<file path="config.mk">
export PLATFORM = sky130hd
export DESIGN_NAME = axi_master_wrapper_flat
export DESIGN_NICKNAME = d
export VERILOG_FILES = /design/src/rtl/axi_master_wrapper_if.sv /design/src/rtl/axi_master_wrapper.sv /design/src/flat_wrapper.sv
export SDC_FILE = /design/constraint.sdc
export NUM_CORES = 1
export LEC_CHECK = 0
export ABC_AREA = 1
export CAP_MARGIN = 20
export CELL_PAD_IN_SITES_DETAIL_PLACEMENT = 2
export CELL_PAD_IN_SITES_GLOBAL_PLACEMENT = 2
export CORE_MARGIN = 1
export CORE_UTILIZATION = 15
export DETAILED_ROUTE_END_ITERATION = 12
export GPL_ROUTABILITY_DRIVEN = 0
export GPL_TIMING_DRIVEN = 1
export PLACE_DENSITY_LB_ADDON = 0.2
export SLEW_MARGIN = 0
export SYNTH_ARGS = -nofsm -noshare
export SYNTH_HDL_FRONTEND = slang
export SYNTH_SLANG_ARGS = --single-unit
</file>
<file path="constraint.sdc">
create_clock -name aclk -period 3.3 [get_ports aclk]
set_input_delay 0.66 -clock aclk [delete_from_list [all_inputs] [get_ports aclk]]
set_output_delay 0.66 -clock aclk [all_outputs]
set_load 0.02 [all_outputs]
</file>
<file path="src/rtl/axi_master_wrapper_if.sv">
// ---------------------------------------------------------------------------
// axi_master_wrapper_if
// Groups all the signals of axi_master_wrapper apart from clock and reset.
// This covers the core-side request/stream signals and one AXI4 master port.
//   modport master : the wrapper's view. It drives req_ready, the core read
//                    stream, done/err and the AXI master outputs.
//   modport slave  : the environment's view. It is the core plus the AXI
//                    slave, and it drives everything the wrapper samples.
// Signal groups:
//   req_*               request handshake (valid/ready, write, addr, len)
//   core_w* / core_r*   write and read beat streams to/from the core
//   done, err           completion pulse and error status
//   aw*/w*/b*/ar*/r*    AXI4 channels
// ---------------------------------------------------------------------------
interface axi_master_wrapper_if #(
  parameter int ID_W   = 4,
  parameter int ADDR_W = 32,
  parameter int DATA_W = 32,
  parameter int LEN_W  = 8
);
  localparam int STRB_W = DATA_W / 8;

  // Core side
  logic              req_valid;
  logic              req_ready;
  logic              req_write;
  logic [ADDR_W-1:0] req_addr;
  logic [LEN_W-1:0]  req_len;
  logic [DATA_W-1:0] core_wdata;
  logic [STRB_W-1:0] core_wstrb;
  logic              core_wvalid;
  logic              core_wready;
  logic [DATA_W-1:0] core_rdata;
  logic              core_rvalid;
  logic              core_rready;
  logic              core_rlast;
  logic              done;
  logic              err;

  // AXI write address / data / response
  logic [ID_W-1:0]   awid;
  logic [ADDR_W-1:0] awaddr;
  logic [LEN_W-1:0]  awlen;
  logic [2:0]        awsize;
  logic [1:0]        awburst;
  logic              awvalid;
  logic              awready;
  logic [DATA_W-1:0] wdata;
  logic [STRB_W-1:0] wstrb;
  logic              wlast;
  logic              wvalid;
  logic              wready;
  logic [ID_W-1:0]   bid;
  logic [1:0]        bresp;
  logic              bvalid;
  logic              bready;

  // AXI read address / data
  logic [ID_W-1:0]   arid;
  logic [ADDR_W-1:0] araddr;
  logic [LEN_W-1:0]  arlen;
  logic [2:0]        arsize;
  logic [1:0]        arburst;
  logic              arvalid;
  logic              arready;
  logic [ID_W-1:0]   rid;
  logic [DATA_W-1:0] rdata;
  logic [1:0]        rresp;
  logic              rlast;
  logic              rvalid;
  logic              rready;

  modport master (
    input  req_valid, req_write, req_addr, req_len,
    input  core_wdata, core_wstrb, core_wvalid, core_rready,
    output req_ready, core_wready, core_rdata, core_rvalid, core_rlast, done, err,
    output awid, awaddr, awlen, awsize, awburst, awvalid,
    input  awready,
    output wdata, wstrb, wlast, wvalid,
    input  wready,
    input  bid, bresp, bvalid,
    output bready,
    output arid, araddr, arlen, arsize, arburst, arvalid,
    input  arready,
    input  rid, rdata, rresp, rlast, rvalid,
    output rready
  );

  modport slave (
    output req_valid, req_write, req_addr, req_len,
    output core_wdata, core_wstrb, core_wvalid, core_rready,
    input  req_ready, core_wready, core_rdata, core_rvalid, core_rlast, done, err,
    input  awid, awaddr, awlen, awsize, awburst, awvalid,
    output awready,
    input  wdata, wstrb, wlast, wvalid,
    output wready,
    output bid, bresp, bvalid,
    input  bready,
    input  arid, araddr, arlen, arsize, arburst, arvalid,
    output arready,
    output rid, rdata, rresp, rlast, rvalid,
    input  rready
  );
endinterface

</file>
<file path="src/rtl/axi_master_wrapper.sv">
// ---------------------------------------------------------------------------
// axi_master_wrapper
// Bridges a simple core request/stream interface to one AXI4 master port.
// It runs one INCR burst (read or write) at a time. At the end of each
// burst it pulses done for one cycle, and err is valid alongside done.
// Ports:
//   aclk      clock
//   areset_n  synchronous, active-low reset
//   bus       axi_master_wrapper_if.master (core side plus AXI master channels)
// ---------------------------------------------------------------------------
module axi_master_wrapper #(
  parameter int              ID_W   = 4,
  parameter int              ADDR_W = 32,
  parameter int              DATA_W = 32,
  parameter int              LEN_W  = 8,
  parameter logic [ID_W-1:0] MST_ID = ID_W'(1)
) (
  input  logic                   aclk,
  input  logic                   areset_n,
  axi_master_wrapper_if.master   bus
);

  localparam int         STRB_W = DATA_W / 8;
  localparam logic [2:0] AXSIZE = 3'($clog2(STRB_W));
  localparam logic [1:0] BURST_INCR = 2'b01;
  localparam logic [1:0] RESP_OKAY  = 2'b00;

  typedef enum logic [2:0] {S_IDLE, S_AR, S_R, S_AW, S_W, S_B} state_t;

  state_t            r_state;
  state_t            w_next_state;
  logic [ADDR_W-1:0] r_addr;
  logic [LEN_W-1:0]  r_len;
  logic [LEN_W-1:0]  r_cnt;
  logic              r_err;       // error accumulator for the current burst
  logic              r_done;
  logic              r_err_out;

  logic w_req_ready;
  logic w_req_hs;
  logic w_r_hs;
  logic w_w_hs;
  logic w_last;
  logic w_r_beat_err;
  logic w_b_err;

  // done is high in the first IDLE cycle after a burst. Holding req_ready low
  // for that cycle means a back-to-back request is taken one cycle later.
  assign w_req_ready  = (r_state == S_IDLE) && !r_done;
  assign w_req_hs     = w_req_ready && bus.req_valid;
  assign w_r_hs       = (r_state == S_R) && bus.rvalid && bus.core_rready;
  assign w_w_hs       = (r_state == S_W) && bus.core_wvalid && bus.wready;
  assign w_last       = (r_cnt == r_len);
  // A beat is bad if:
  //   - the response is not OKAY,
  //   - the ID is foreign,
  //   - or the slave's rlast disagrees with our own beat count.
  assign w_r_beat_err = (bus.rresp != RESP_OKAY) || (bus.rid != MST_ID) ||
                        (bus.rlast != w_last);
  assign w_b_err      = (bus.bresp != RESP_OKAY) || (bus.bid != MST_ID);

  // State register
  // NOTE: every clocked process uses non-blocking assignments, so all
  // registers update together from the values sampled before the edge.
  always_ff @(posedge aclk) begin
    if (!areset_n) r_state <= S_IDLE;
    else           r_state <= w_next_state;
  end

  // Next-state logic
  always_comb begin
    // NOTE: each combinational output gets a default before the case.
    // That way no path can leave it unassigned and infer a latch.
    w_next_state = r_state;
    case (r_state)
      S_IDLE: if (w_req_hs)                 w_next_state = bus.req_write ? S_AW : S_AR;
      S_AR:   if (bus.arready)              w_next_state = S_R;
      S_R:    if (w_r_hs && bus.rlast)      w_next_state = S_IDLE;
      S_AW:   if (bus.awready)              w_next_state = S_W;
      S_W:    if (w_w_hs && w_last)         w_next_state = S_B;
      S_B:    if (bus.bvalid)               w_next_state = S_IDLE;
      default:                              w_next_state = S_IDLE;
    endcase
  end

  // Burst context, beat counter, error accumulator and the done/err pulse
  always_ff @(posedge aclk) begin
    if (!areset_n) begin
      r_addr    <= '0;
      r_len     <= '0;
      r_cnt     <= '0;
      r_err     <= 1'b0;
      r_done    <= 1'b0;
      r_err_out <= 1'b0;
    end else begin
      r_done    <= 1'b0;
      r_err_out <= 1'b0;
      if (w_req_hs) begin
        r_addr <= bus.req_addr;
        r_len  <= bus.req_len;
        r_cnt  <= '0;
        r_err  <= 1'b0;
      end
      if (w_r_hs) begin
        r_cnt <= r_cnt + LEN_W'(1);
        r_err <= r_err | w_r_beat_err;
        if (bus.rlast) begin
          r_done    <= 1'b1;
          r_err_out <= r_err | w_r_beat_err;
        end
      end
      // Only wraps after the final beat of a 2**LEN_W-beat burst. By then
      // the FSM has already left W, so the wrapped value is never used.
      if (w_w_hs) r_cnt <= r_cnt + LEN_W'(1);
      if ((r_state == S_B) && bus.bvalid) begin
        r_done    <= 1'b1;
        r_err_out <= r_err | w_b_err;
      end
    end
  end

  // Output logic.
  // Handshake outputs are also gated by areset_n. This forces them low
  // while reset is held, even in the cycle before the state register
  // returns to IDLE.
  always_comb begin
    bus.req_ready   = w_req_ready && areset_n;
    bus.done        = r_done;
    bus.err         = r_err_out;

    bus.arid        = MST_ID;
    bus.araddr      = r_addr;
    bus.arlen       = r_len;
    bus.arsize      = AXSIZE;
    bus.arburst     = BURST_INCR;
    bus.arvalid     = (r_state == S_AR) && areset_n;

    bus.rready      = (r_state == S_R) && bus.core_rready && areset_n;
    bus.core_rvalid = (r_state == S_R) && bus.rvalid && areset_n;
    bus.core_rdata  = bus.rdata;
    bus.core_rlast  = bus.rlast;

    bus.awid        = MST_ID;
    bus.awaddr      = r_addr;
    bus.awlen       = r_len;
    bus.awsize      = AXSIZE;
    bus.awburst     = BURST_INCR;
    bus.awvalid     = (r_state == S_AW) && areset_n;

    bus.wvalid      = (r_state == S_W) && bus.core_wvalid && areset_n;
    bus.core_wready = (r_state == S_W) && bus.wready && areset_n;
    bus.wdata       = bus.core_wdata;
    bus.wstrb       = bus.core_wstrb;
    bus.wlast       = (r_state == S_W) && w_last;

    bus.bready      = (r_state == S_B) && areset_n;
  end

endmodule

</file>
<file path="src/flat_wrapper.sv">
// flat-port wrapper written by rule: the top's interface ports become plain ports
module axi_master_wrapper_flat 
#(
  parameter int              ID_W   = 4,
  parameter int              ADDR_W = 32,
  parameter int              DATA_W = 32,
  parameter int              LEN_W  = 8,
  parameter logic [ID_W-1:0] MST_ID = ID_W'(1)
)
  (aclk, areset_n, bus_req_valid, bus_req_write, bus_req_addr, bus_req_len, bus_core_wdata, bus_core_wstrb, bus_core_wvalid, bus_core_rready, bus_req_ready, bus_core_wready, bus_core_rdata, bus_core_rvalid, bus_core_rlast, bus_done, bus_err, bus_awid, bus_awaddr, bus_awlen, bus_awsize, bus_awburst, bus_awvalid, bus_awready, bus_wdata, bus_wstrb, bus_wlast, bus_wvalid, bus_wready, bus_bid, bus_bresp, bus_bvalid, bus_bready, bus_arid, bus_araddr, bus_arlen, bus_arsize, bus_arburst, bus_arvalid, bus_arready, bus_rid, bus_rdata, bus_rresp, bus_rlast, bus_rvalid, bus_rready);
  axi_master_wrapper_if #(.ID_W(ID_W), .ADDR_W(ADDR_W), .DATA_W(DATA_W), .LEN_W(LEN_W)) bus_i ();
  input  logic aclk;
  input  logic areset_n;
  input wire logic [$bits(bus_i.req_valid)-1:0] bus_req_valid;
  input wire logic [$bits(bus_i.req_write)-1:0] bus_req_write;
  input wire logic [$bits(bus_i.req_addr)-1:0] bus_req_addr;
  input wire logic [$bits(bus_i.req_len)-1:0] bus_req_len;
  input wire logic [$bits(bus_i.core_wdata)-1:0] bus_core_wdata;
  input wire logic [$bits(bus_i.core_wstrb)-1:0] bus_core_wstrb;
  input wire logic [$bits(bus_i.core_wvalid)-1:0] bus_core_wvalid;
  input wire logic [$bits(bus_i.core_rready)-1:0] bus_core_rready;
  output wire logic [$bits(bus_i.req_ready)-1:0] bus_req_ready;
  output wire logic [$bits(bus_i.core_wready)-1:0] bus_core_wready;
  output wire logic [$bits(bus_i.core_rdata)-1:0] bus_core_rdata;
  output wire logic [$bits(bus_i.core_rvalid)-1:0] bus_core_rvalid;
  output wire logic [$bits(bus_i.core_rlast)-1:0] bus_core_rlast;
  output wire logic [$bits(bus_i.done)-1:0] bus_done;
  output wire logic [$bits(bus_i.err)-1:0] bus_err;
  output wire logic [$bits(bus_i.awid)-1:0] bus_awid;
  output wire logic [$bits(bus_i.awaddr)-1:0] bus_awaddr;
  output wire logic [$bits(bus_i.awlen)-1:0] bus_awlen;
  output wire logic [$bits(bus_i.awsize)-1:0] bus_awsize;
  output wire logic [$bits(bus_i.awburst)-1:0] bus_awburst;
  output wire logic [$bits(bus_i.awvalid)-1:0] bus_awvalid;
  input wire logic [$bits(bus_i.awready)-1:0] bus_awready;
  output wire logic [$bits(bus_i.wdata)-1:0] bus_wdata;
  output wire logic [$bits(bus_i.wstrb)-1:0] bus_wstrb;
  output wire logic [$bits(bus_i.wlast)-1:0] bus_wlast;
  output wire logic [$bits(bus_i.wvalid)-1:0] bus_wvalid;
  input wire logic [$bits(bus_i.wready)-1:0] bus_wready;
  input wire logic [$bits(bus_i.bid)-1:0] bus_bid;
  input wire logic [$bits(bus_i.bresp)-1:0] bus_bresp;
  input wire logic [$bits(bus_i.bvalid)-1:0] bus_bvalid;
  output wire logic [$bits(bus_i.bready)-1:0] bus_bready;
  output wire logic [$bits(bus_i.arid)-1:0] bus_arid;
  output wire logic [$bits(bus_i.araddr)-1:0] bus_araddr;
  output wire logic [$bits(bus_i.arlen)-1:0] bus_arlen;
  output wire logic [$bits(bus_i.arsize)-1:0] bus_arsize;
  output wire logic [$bits(bus_i.arburst)-1:0] bus_arburst;
  output wire logic [$bits(bus_i.arvalid)-1:0] bus_arvalid;
  input wire logic [$bits(bus_i.arready)-1:0] bus_arready;
  input wire logic [$bits(bus_i.rid)-1:0] bus_rid;
  input wire logic [$bits(bus_i.rdata)-1:0] bus_rdata;
  input wire logic [$bits(bus_i.rresp)-1:0] bus_rresp;
  input wire logic [$bits(bus_i.rlast)-1:0] bus_rlast;
  input wire logic [$bits(bus_i.rvalid)-1:0] bus_rvalid;
  output wire logic [$bits(bus_i.rready)-1:0] bus_rready;
  assign bus_i.req_valid = bus_req_valid;
  assign bus_i.req_write = bus_req_write;
  assign bus_i.req_addr = bus_req_addr;
  assign bus_i.req_len = bus_req_len;
  assign bus_i.core_wdata = bus_core_wdata;
  assign bus_i.core_wstrb = bus_core_wstrb;
  assign bus_i.core_wvalid = bus_core_wvalid;
  assign bus_i.core_rready = bus_core_rready;
  assign bus_req_ready = bus_i.req_ready;
  assign bus_core_wready = bus_i.core_wready;
  assign bus_core_rdata = bus_i.core_rdata;
  assign bus_core_rvalid = bus_i.core_rvalid;
  assign bus_core_rlast = bus_i.core_rlast;
  assign bus_done = bus_i.done;
  assign bus_err = bus_i.err;
  assign bus_awid = bus_i.awid;
  assign bus_awaddr = bus_i.awaddr;
  assign bus_awlen = bus_i.awlen;
  assign bus_awsize = bus_i.awsize;
  assign bus_awburst = bus_i.awburst;
  assign bus_awvalid = bus_i.awvalid;
  assign bus_i.awready = bus_awready;
  assign bus_wdata = bus_i.wdata;
  assign bus_wstrb = bus_i.wstrb;
  assign bus_wlast = bus_i.wlast;
  assign bus_wvalid = bus_i.wvalid;
  assign bus_i.wready = bus_wready;
  assign bus_i.bid = bus_bid;
  assign bus_i.bresp = bus_bresp;
  assign bus_i.bvalid = bus_bvalid;
  assign bus_bready = bus_i.bready;
  assign bus_arid = bus_i.arid;
  assign bus_araddr = bus_i.araddr;
  assign bus_arlen = bus_i.arlen;
  assign bus_arsize = bus_i.arsize;
  assign bus_arburst = bus_i.arburst;
  assign bus_arvalid = bus_i.arvalid;
  assign bus_i.arready = bus_arready;
  assign bus_i.rid = bus_rid;
  assign bus_i.rdata = bus_rdata;
  assign bus_i.rresp = bus_rresp;
  assign bus_i.rlast = bus_rlast;
  assign bus_i.rvalid = bus_rvalid;
  assign bus_rready = bus_i.rready;
  axi_master_wrapper #(.ID_W(ID_W), .ADDR_W(ADDR_W), .DATA_W(DATA_W), .LEN_W(LEN_W), .MST_ID(MST_ID)) u_core (.aclk(aclk), .areset_n(areset_n), .bus(bus_i));
endmodule
</file>
* Word level (Yosys, flattened, before mapping)
Index checks and enable logic that the tools add are counted.
Operators by class: $add $sub $neg 1, multiply operators 0, divide/modulo/power cells 0, $lt $le $gt $ge 0, equality and inequality tests 15, shifts and indexed selects 0, multiplexer cells 19, bitwise operators 2, reduce and logical (&&, ||, !) cells 30
Operator list (count):
- two-way mux 8 bit | 3
- logical AND 1 bit | 20
- two-way mux 3 bit | 6
- case mux 3 bit (6 select lines) | 1
- adder 8 x 1 -> 8 bit, second input constant | 1
- == test 8 bit | 1
- two-way mux 1 bit | 8
- != test 2 bit, second input constant | 4
- != test 4 x 1 -> 1 bit, second input constant | 2
- == test 3 x 2 -> 1 bit, second input constant | 2
- == test 3 bit, second input constant | 2
- AND reduction 6 bit | 1
- nonzero test 2 bit | 3
- != test 2 x 1 -> 1 bit, second input constant | 2
- == test 3 x 1 -> 1 bit, second input constant | 1
- logical NOT 3 bit | 1
- logical OR 1 bit | 3
- nonzero test 3 bit | 1
- two-way mux 2 bit | 1
- OR 1 bit | 2
- logical NOT 1 bit | 1
- != test 1 bit | 1
Storage, ports and cells: bits in registers 54, latch bits 0, RAM bits 0, memory bits (read-only) 0, input bits 132, output and inout port bits 178, logic and storage cells 74, memories 0

* Longest topological paths before layout
Gate-level depths: netlist (run 1).
depth in word-level cells 7, depth in mapped cells 11, depth with buffers taken out 10

* Worst setup path after synthesis (run 1)
Ideal clock, no wire load.
kind input port to output port, start point in areset_n, end point out bus_req_ready, arrival 1.597 ns, data required time 2.640 ns, slack 1.043 ns, stages 3, path buffers 1, cell sequence inv_1 clkbuf_1 nor4_1
On the way: cells in the longest elaborated chain, start to end 1
Ends and longest elaborated chain:
- start, declared | line flat_wrapper.sv:13 | input logic areset_n;
- logical AND 1 bit | line axi_master_wrapper.sv:127 | bus.req_ready = w_req_ready && areset_n;
- end, declared | line flat_wrapper.sv:22 | output wire logic [$bits(bus_i.req_ready)-1:0] bus_req_ready;
Every way passes these cells.

* Worst setup path in the final report (run 1)
start point in areset_n, end point out bus_wvalid
On the way: cells in the longest elaborated chain, start to end 1
Ends and longest elaborated chain:
- logical AND 1 bit | line axi_master_wrapper.sv:150 | bus.wvalid = (r_state == S_W) && bus.core_wvalid && areset_n;
- end, declared | line flat_wrapper.sv:39 | output wire logic [$bits(bus_i.wvalid)-1:0] bus_wvalid;
Every way passes these cells.

==> results of run 1 <==
==> per-layer routing <==
metal / vias up / track usage [%]
met5: - / 0
met4: 0 / 3.96
met3: 30 / 2.46
met2: 112 / 17.4
met1: 1397 / 10.6
li1: 1391 / -
==> how the worst max path moves through the flow <==
stage	startpoint	to	slack [ps]	depth (start not counted)
finish	areset_n	bus_wvalid	430	4
global route	u_core.r_cnt[2]$_SDFFE_PN0P_	bus_wlast	290	6
CTS	areset_n	bus_wvalid	360	4
detailed placement	areset_n	bus_wvalid	380	4
global placement	areset_n	bus_wvalid	380	4
floorplan	areset_n	bus_req_ready	1040	3
==> cell usage in the layout (no fill, tap or decap), drive strengths merged <==
cell           count
nand2            112
nor4               4
clkdlybuf4s50    155
nor3               5
nor2              27
nand3b             2
clkbuf             7
nor3b              1
buf                5
ha                 1
a22oi              1
dfxtp             54
clkinv             2
nand4              3
xnor2              5
a21oi             51
o21ai             10
nand3             15
a31oi              1
and2               1
conb              18
inv               24
==> flip-flops by register name (all words and copies together) (netlist names) <==
name	count
u_core.bus.araddr	32
u_core.bus.arlen	8
u_core.bus.done	1
u_core.bus.err	1
u_core.r_cnt	8
u_core.r_err	1
u_core.r_state	3
==> layout make-up <==
cell class	instances	area, um^2
sequential	54	1080
inverter	25	93.8
clock buffer	7	143
multi-input combinational	257	1200
timing repair buffer	160	1590
tap	280	350
clock inverter	1	5.00
fill	2580	17400
==> worst max-delay path, stage by stage <==
cell             delay, ps
clkdlybuf4s50_1        510
inv_2                  130
nor3_1                 250
clkdlybuf4s50_1        660
==> kinds of logic after synthesis <==
logic type / after synthesis / synth area share, %
fa+ha+maj: 1 / 0.372
simple gates: 170 / 22.3
xor+xnor: 5 / 1.30
other cells: 2 / 0.223
compound gates: 63 / 9.49
buf+inv: 168 / 34.1
flops: 54 / 32.2
==> power breakdown <==
part / switching, mW / leakage [nW] / internal [mW]
clock: 0.266 / 0.0739 / 0.303
combinational: 0.818 / 1.09 / 0.615
sequential: 0.127 / 0.441 / 0.776
total: 1.21 / 1.61 / 1.69
==> stage by stage <==
stage / total power, mW / setup slack, ps / cells
2_1_floorplan: 1.96 / 1040 / 479
3_3_place_gp: 2.37 / 378 / 776
3_5_place_dp: 2.39 / 383 / 776
4_1_cts: 2.99 / 365 / 784
5_1_grt: 3.13 / 289 / 784
6_report: 2.90 / 427 / 784
==> impl_metrics.env, run 1 <==
export IMPL_drt_total_wl_um=11200
export IMPL_wl_per_cell_um=14.3
export IMPL_drv_cap=0
export IMPL_cts_root_buf="clkbuf_16"
export IMPL_fin_skew_ps=10.4
export IMPL_wl_met3_um=708
export IMPL_wl_met2_um=5780
export IMPL_clk_latency_ps=310
export IMPL_holdPathEnd="u_core.bus.araddr[10]$_SDFFE_PN0P_"
export IMPL_synthArstFlopShare_pct=0
export IMPL_ff2ff_setup_slack_ps=1530
export IMPL_ys_ff_latch=54
export IMPL_utilization_pct=20.4
export IMPL_synthCells=463
export IMPL_r2r_start="u_core.r_state[2]$_SDFFE_PN0P_"
export IMPL_die_x_um=152
export IMPL_io_pins=310
export IMPL_htree_num_levels=2
export IMPL_synth_warnings=0
export IMPL_hold_buffers=0
export IMPL_slew_headroom_pct=66.2
export IMPL_detail_route_antenna_nets=0
export IMPL_n_antenna_cell=0
export IMPL_crit_path_end_kind="output pin"
export IMPL_dieArea_mm2=0.0230
export IMPL_ys_types=31
export IMPL_die_h_um=152
export IMPL_drt_vias_per_instance=3.74
export IMPL_grt_usage_pct=9.63
export IMPL_path_clk_slew_ps=70
export IMPL_postCtsSetupBuffers=0
export IMPL_placed_area_mm2=0.00432
export IMPL_worst_pin_slew_ps=507
export IMPL_timing_hold_ws_ps=483
export IMPL_final_nets=636
export IMPL_hp_class="reg -> reg"
export IMPL_synth_area_leader_cell="dfxtp_1"
export IMPL_hold_violations=0
export IMPL_hold_start="u_core.bus.araddr[10]$_SDFFE_PN0P_"
export IMPL_top_layer_used="met4"
export IMPL_cts_tree="done"
export IMPL_p_per_area_mw_per_mm2=651
export IMPL_grt_pass1_vias=3105
export IMPL_overflow=0
export IMPL_coreArea_mm2=0.0219
export IMPL_outcome="finished, final reports clean"
export IMPL_cts_buffers=5
export IMPL_synth_top_flop_cell="dfxtp_1"
export IMPL_final_max_slew_viol_count=0
export IMPL_fin_tns_setup_ps=0
export IMPL_r2r_end="u_core.r_cnt[6]$_SDFFE_PN0P_"
export IMPL_holdPathStages=2
export IMPL_setup_viol=0
export IMPL_drt_met1_wl_um=4500
export IMPL_ys_seq_area_share_pct=32.2
export IMPL_fmax_ghz=0.348
export IMPL_dr_pass1_iters=4
export IMPL_r2r_cells=7
export IMPL_drt_iter0_markers=60
export IMPL_start_kind="input port"
export IMPL_start_util_pct=15.4
export IMPL_cellLeakagePower_nw=1.61
export IMPL_fin_crit_sh_pct=87.0
export IMPL_clk_path_buf_depth=2
export IMPL_grt_max_degree=40
export IMPL_period_needed_ps=2870
export IMPL_synth_common_cells="buf_4 (129), nand2_1 (109), dfxtp_1 (54)"
export IMPL_antenna_found_initial=0
export IMPL_num_rows=54
export IMPL_remaining_drc_errors=0
export IMPL_vias=2930
export IMPL_cts_sink_count=54
export IMPL_synth_area_mm2=0.00336
export IMPL_synth_top_area_share_pct=32.2
export IMPL_drive_gt1_share_pct=5.16
export IMPL_cts_resized=0
export IMPL_ys_top_cells_by_area="dfxtp_1 (32%), buf_4 (29%), nand2_1 (12%)"
export IMPL_dpl_hpwl_um=8620
export IMPL_grt_pass1_wl_um=16600
export IMPL_critical_path_class="in -> out"
export IMPL_vdd_drop_max_uv=168
export IMPL_portBuffers=155
export IMPL_rsz0062_at_grt="false"
export IMPL_arrival_ps=2210
export IMPL_design_area_mm2=0.00446
export IMPL_synth_edf_count=0
export IMPL_crit_path_max_fanout=13
export IMPL_area_growth_pct=32.8
export IMPL_syn_area_per_cell_um2=7.26
export IMPL_cp_required_ps=2640
export IMPL_synthMostInstantiatedCell="buf_4"
Power figures use the tool's default switching activity.
==> run 2: changes to the inputs <==
- CAP_MARGIN: 20 -> unset
==> results of run 2 <==
Same layout as run 1: the final DEF is identical, and so are final timing and power.
==> run 3: changes to the inputs <==
- CAP_MARGIN: unset -> 0
==> results of run 3 <==
Same layout as run 1: the final DEF is identical, and so are final timing and power.
==> patch, RTL diff (settings of run 3) <==
The 6 states of `state_t` get a one-hot encoding in 6 bits.
--- a/src/rtl/axi_master_wrapper.sv
+++ b/src/rtl/axi_master_wrapper.sv
@@ -25,7 +25,7 @@
   localparam logic [1:0] BURST_INCR = 2'b01;
   localparam logic [1:0] RESP_OKAY  = 2'b00;
 
-  typedef enum logic [2:0] {S_IDLE, S_AR, S_R, S_AW, S_W, S_B} state_t;
+  typedef enum logic [5:0] {S_IDLE = 6'b000001, S_AR = 6'b000010, S_R = 6'b000100, S_AW = 6'b001000, S_W = 6'b010000, S_B = 6'b100000} state_t;
 
   state_t            r_state;
   state_t            w_next_state;
Function: no difference found for any inputs over 4 cycles, from zero or initial values and one cycle with areset_n low; so few cycles prove little.
==> patch against run 3 <==
  * Design area up 9.6%
  * Total power increased by 63%
  * Hold slack improved by 0.020 ns
  * Non-clock buffer count is 2 lower
  * Synthesized area increased by 6.5%
  * Routed wire length up 6.8%
  * Setup slack worse by 0.15 ns
  * Combinational power is 76% higher
  * Sequential cell count grew 3
  * Clock skew fell by 0.0061 ns
  * Critical endpoint is now bus_wlast
  * Largest cell class unchanged
  * Largest power group unchanged
==> patch: results (changes against run 3) <==
clock share of power=22.2% (+2.6 points); crit path launch=u_core.r_state[0]; crit-path leading delay family=simple AND/OR/NAND/NOR gates; post-DP HPWL=8761 um (+1.6%); Placed Cells=846 (+9.0%); dominant cells by area after synthesis=dfxtp_1, buf_4, nor2_1, o21ai_0, nand2_1; DR WL/cell=13.92 um (-2.9%); synth unique cells=33 (+6.5%); reg2reg setup slack=1.47 ns (-0.06 ns); fill cell count=2771 (+7.4%); Critical R2R Capture=u_core.r_cnt[7]; Iter 0 DRT Violations=55 (-8.3%); worst hold slack=0.5032 ns (+0.01986 ns); switching share of power=42.78% (+1.1 points); register area share after synthesis=31.89% (-0.28 points); Routed met3 length=747 um (+5.5%); Layout Nets=671 (+5.5%); M1 wire length=5156 um (+15%); Multi-input gate area=1331 sq um (+11%); Worst Hold End=u_core.bus.araddr[12]; R2R cell count=10 (+3); largest fanout on the critical path=5 (-8); Tot GR Track Use=9.939% (+0.31 points); Int Pwr=2709 uW (+60%); routing usage on met3=3.323% (+0.87 points); Least-Margin Pin Slew=0.5263 ns (+0.01957 ns); status=finished clean; met1 usage=11.32% (+0.70 points); layout cells sized above 1=6.998% (+1.8 points); peak supply drop=312.3 uV (+86%); total wire length=12000 um (+6.8%); vias in the first global route=3333 (+7.3%); placed cell areas=4571 sq um (+5.9%); hold wc startpoint=u_core.bus.araddr[12]; Num CTS Buffers=9 (+4)
[patch: changes by cell type after synthesis, sizes merged, moves of 3 or more]
cell          run 3  this run
a21oi            51        10
buf             134       131
dfxtp            54        57
inv              25        34
nand2           112        45
nand4             3         9
nor2             27       113
o21ai            10        48
[patch: worst min-delay path, stage by stage (launching register included)]
cell     delay [ns]
dfxtp_1        0.32
nor2_1         0.10
nor2_1         0.05
[patch: kinds of logic after synthesis]
family                   Yosys count  share of synthesized area (%)
buffers and inverters            175                          32.59
adder cells (fa/ha/maj)            1                         0.3496
AND/OR/NAND/NOR                  192                          24.65
other                              2                         0.2099
flip-flops                        57                          31.89
XOR/XNOR                           5                          1.224
AO/OA/AOI/OAI                     62                          9.091
[patch: final cells by class]
type / instances / share of cell area, %
Clock buffer: 14 / 5.394
Sequential cell: 57 / 23.31
Timing Repair Buffer: 158 / 32.06
Tap cell: 319 / 8.154
Inverter: 34 / 2.658
Clock inverter: 2 / 1.227
Multi-Input combinational cell: 278 / 27.20
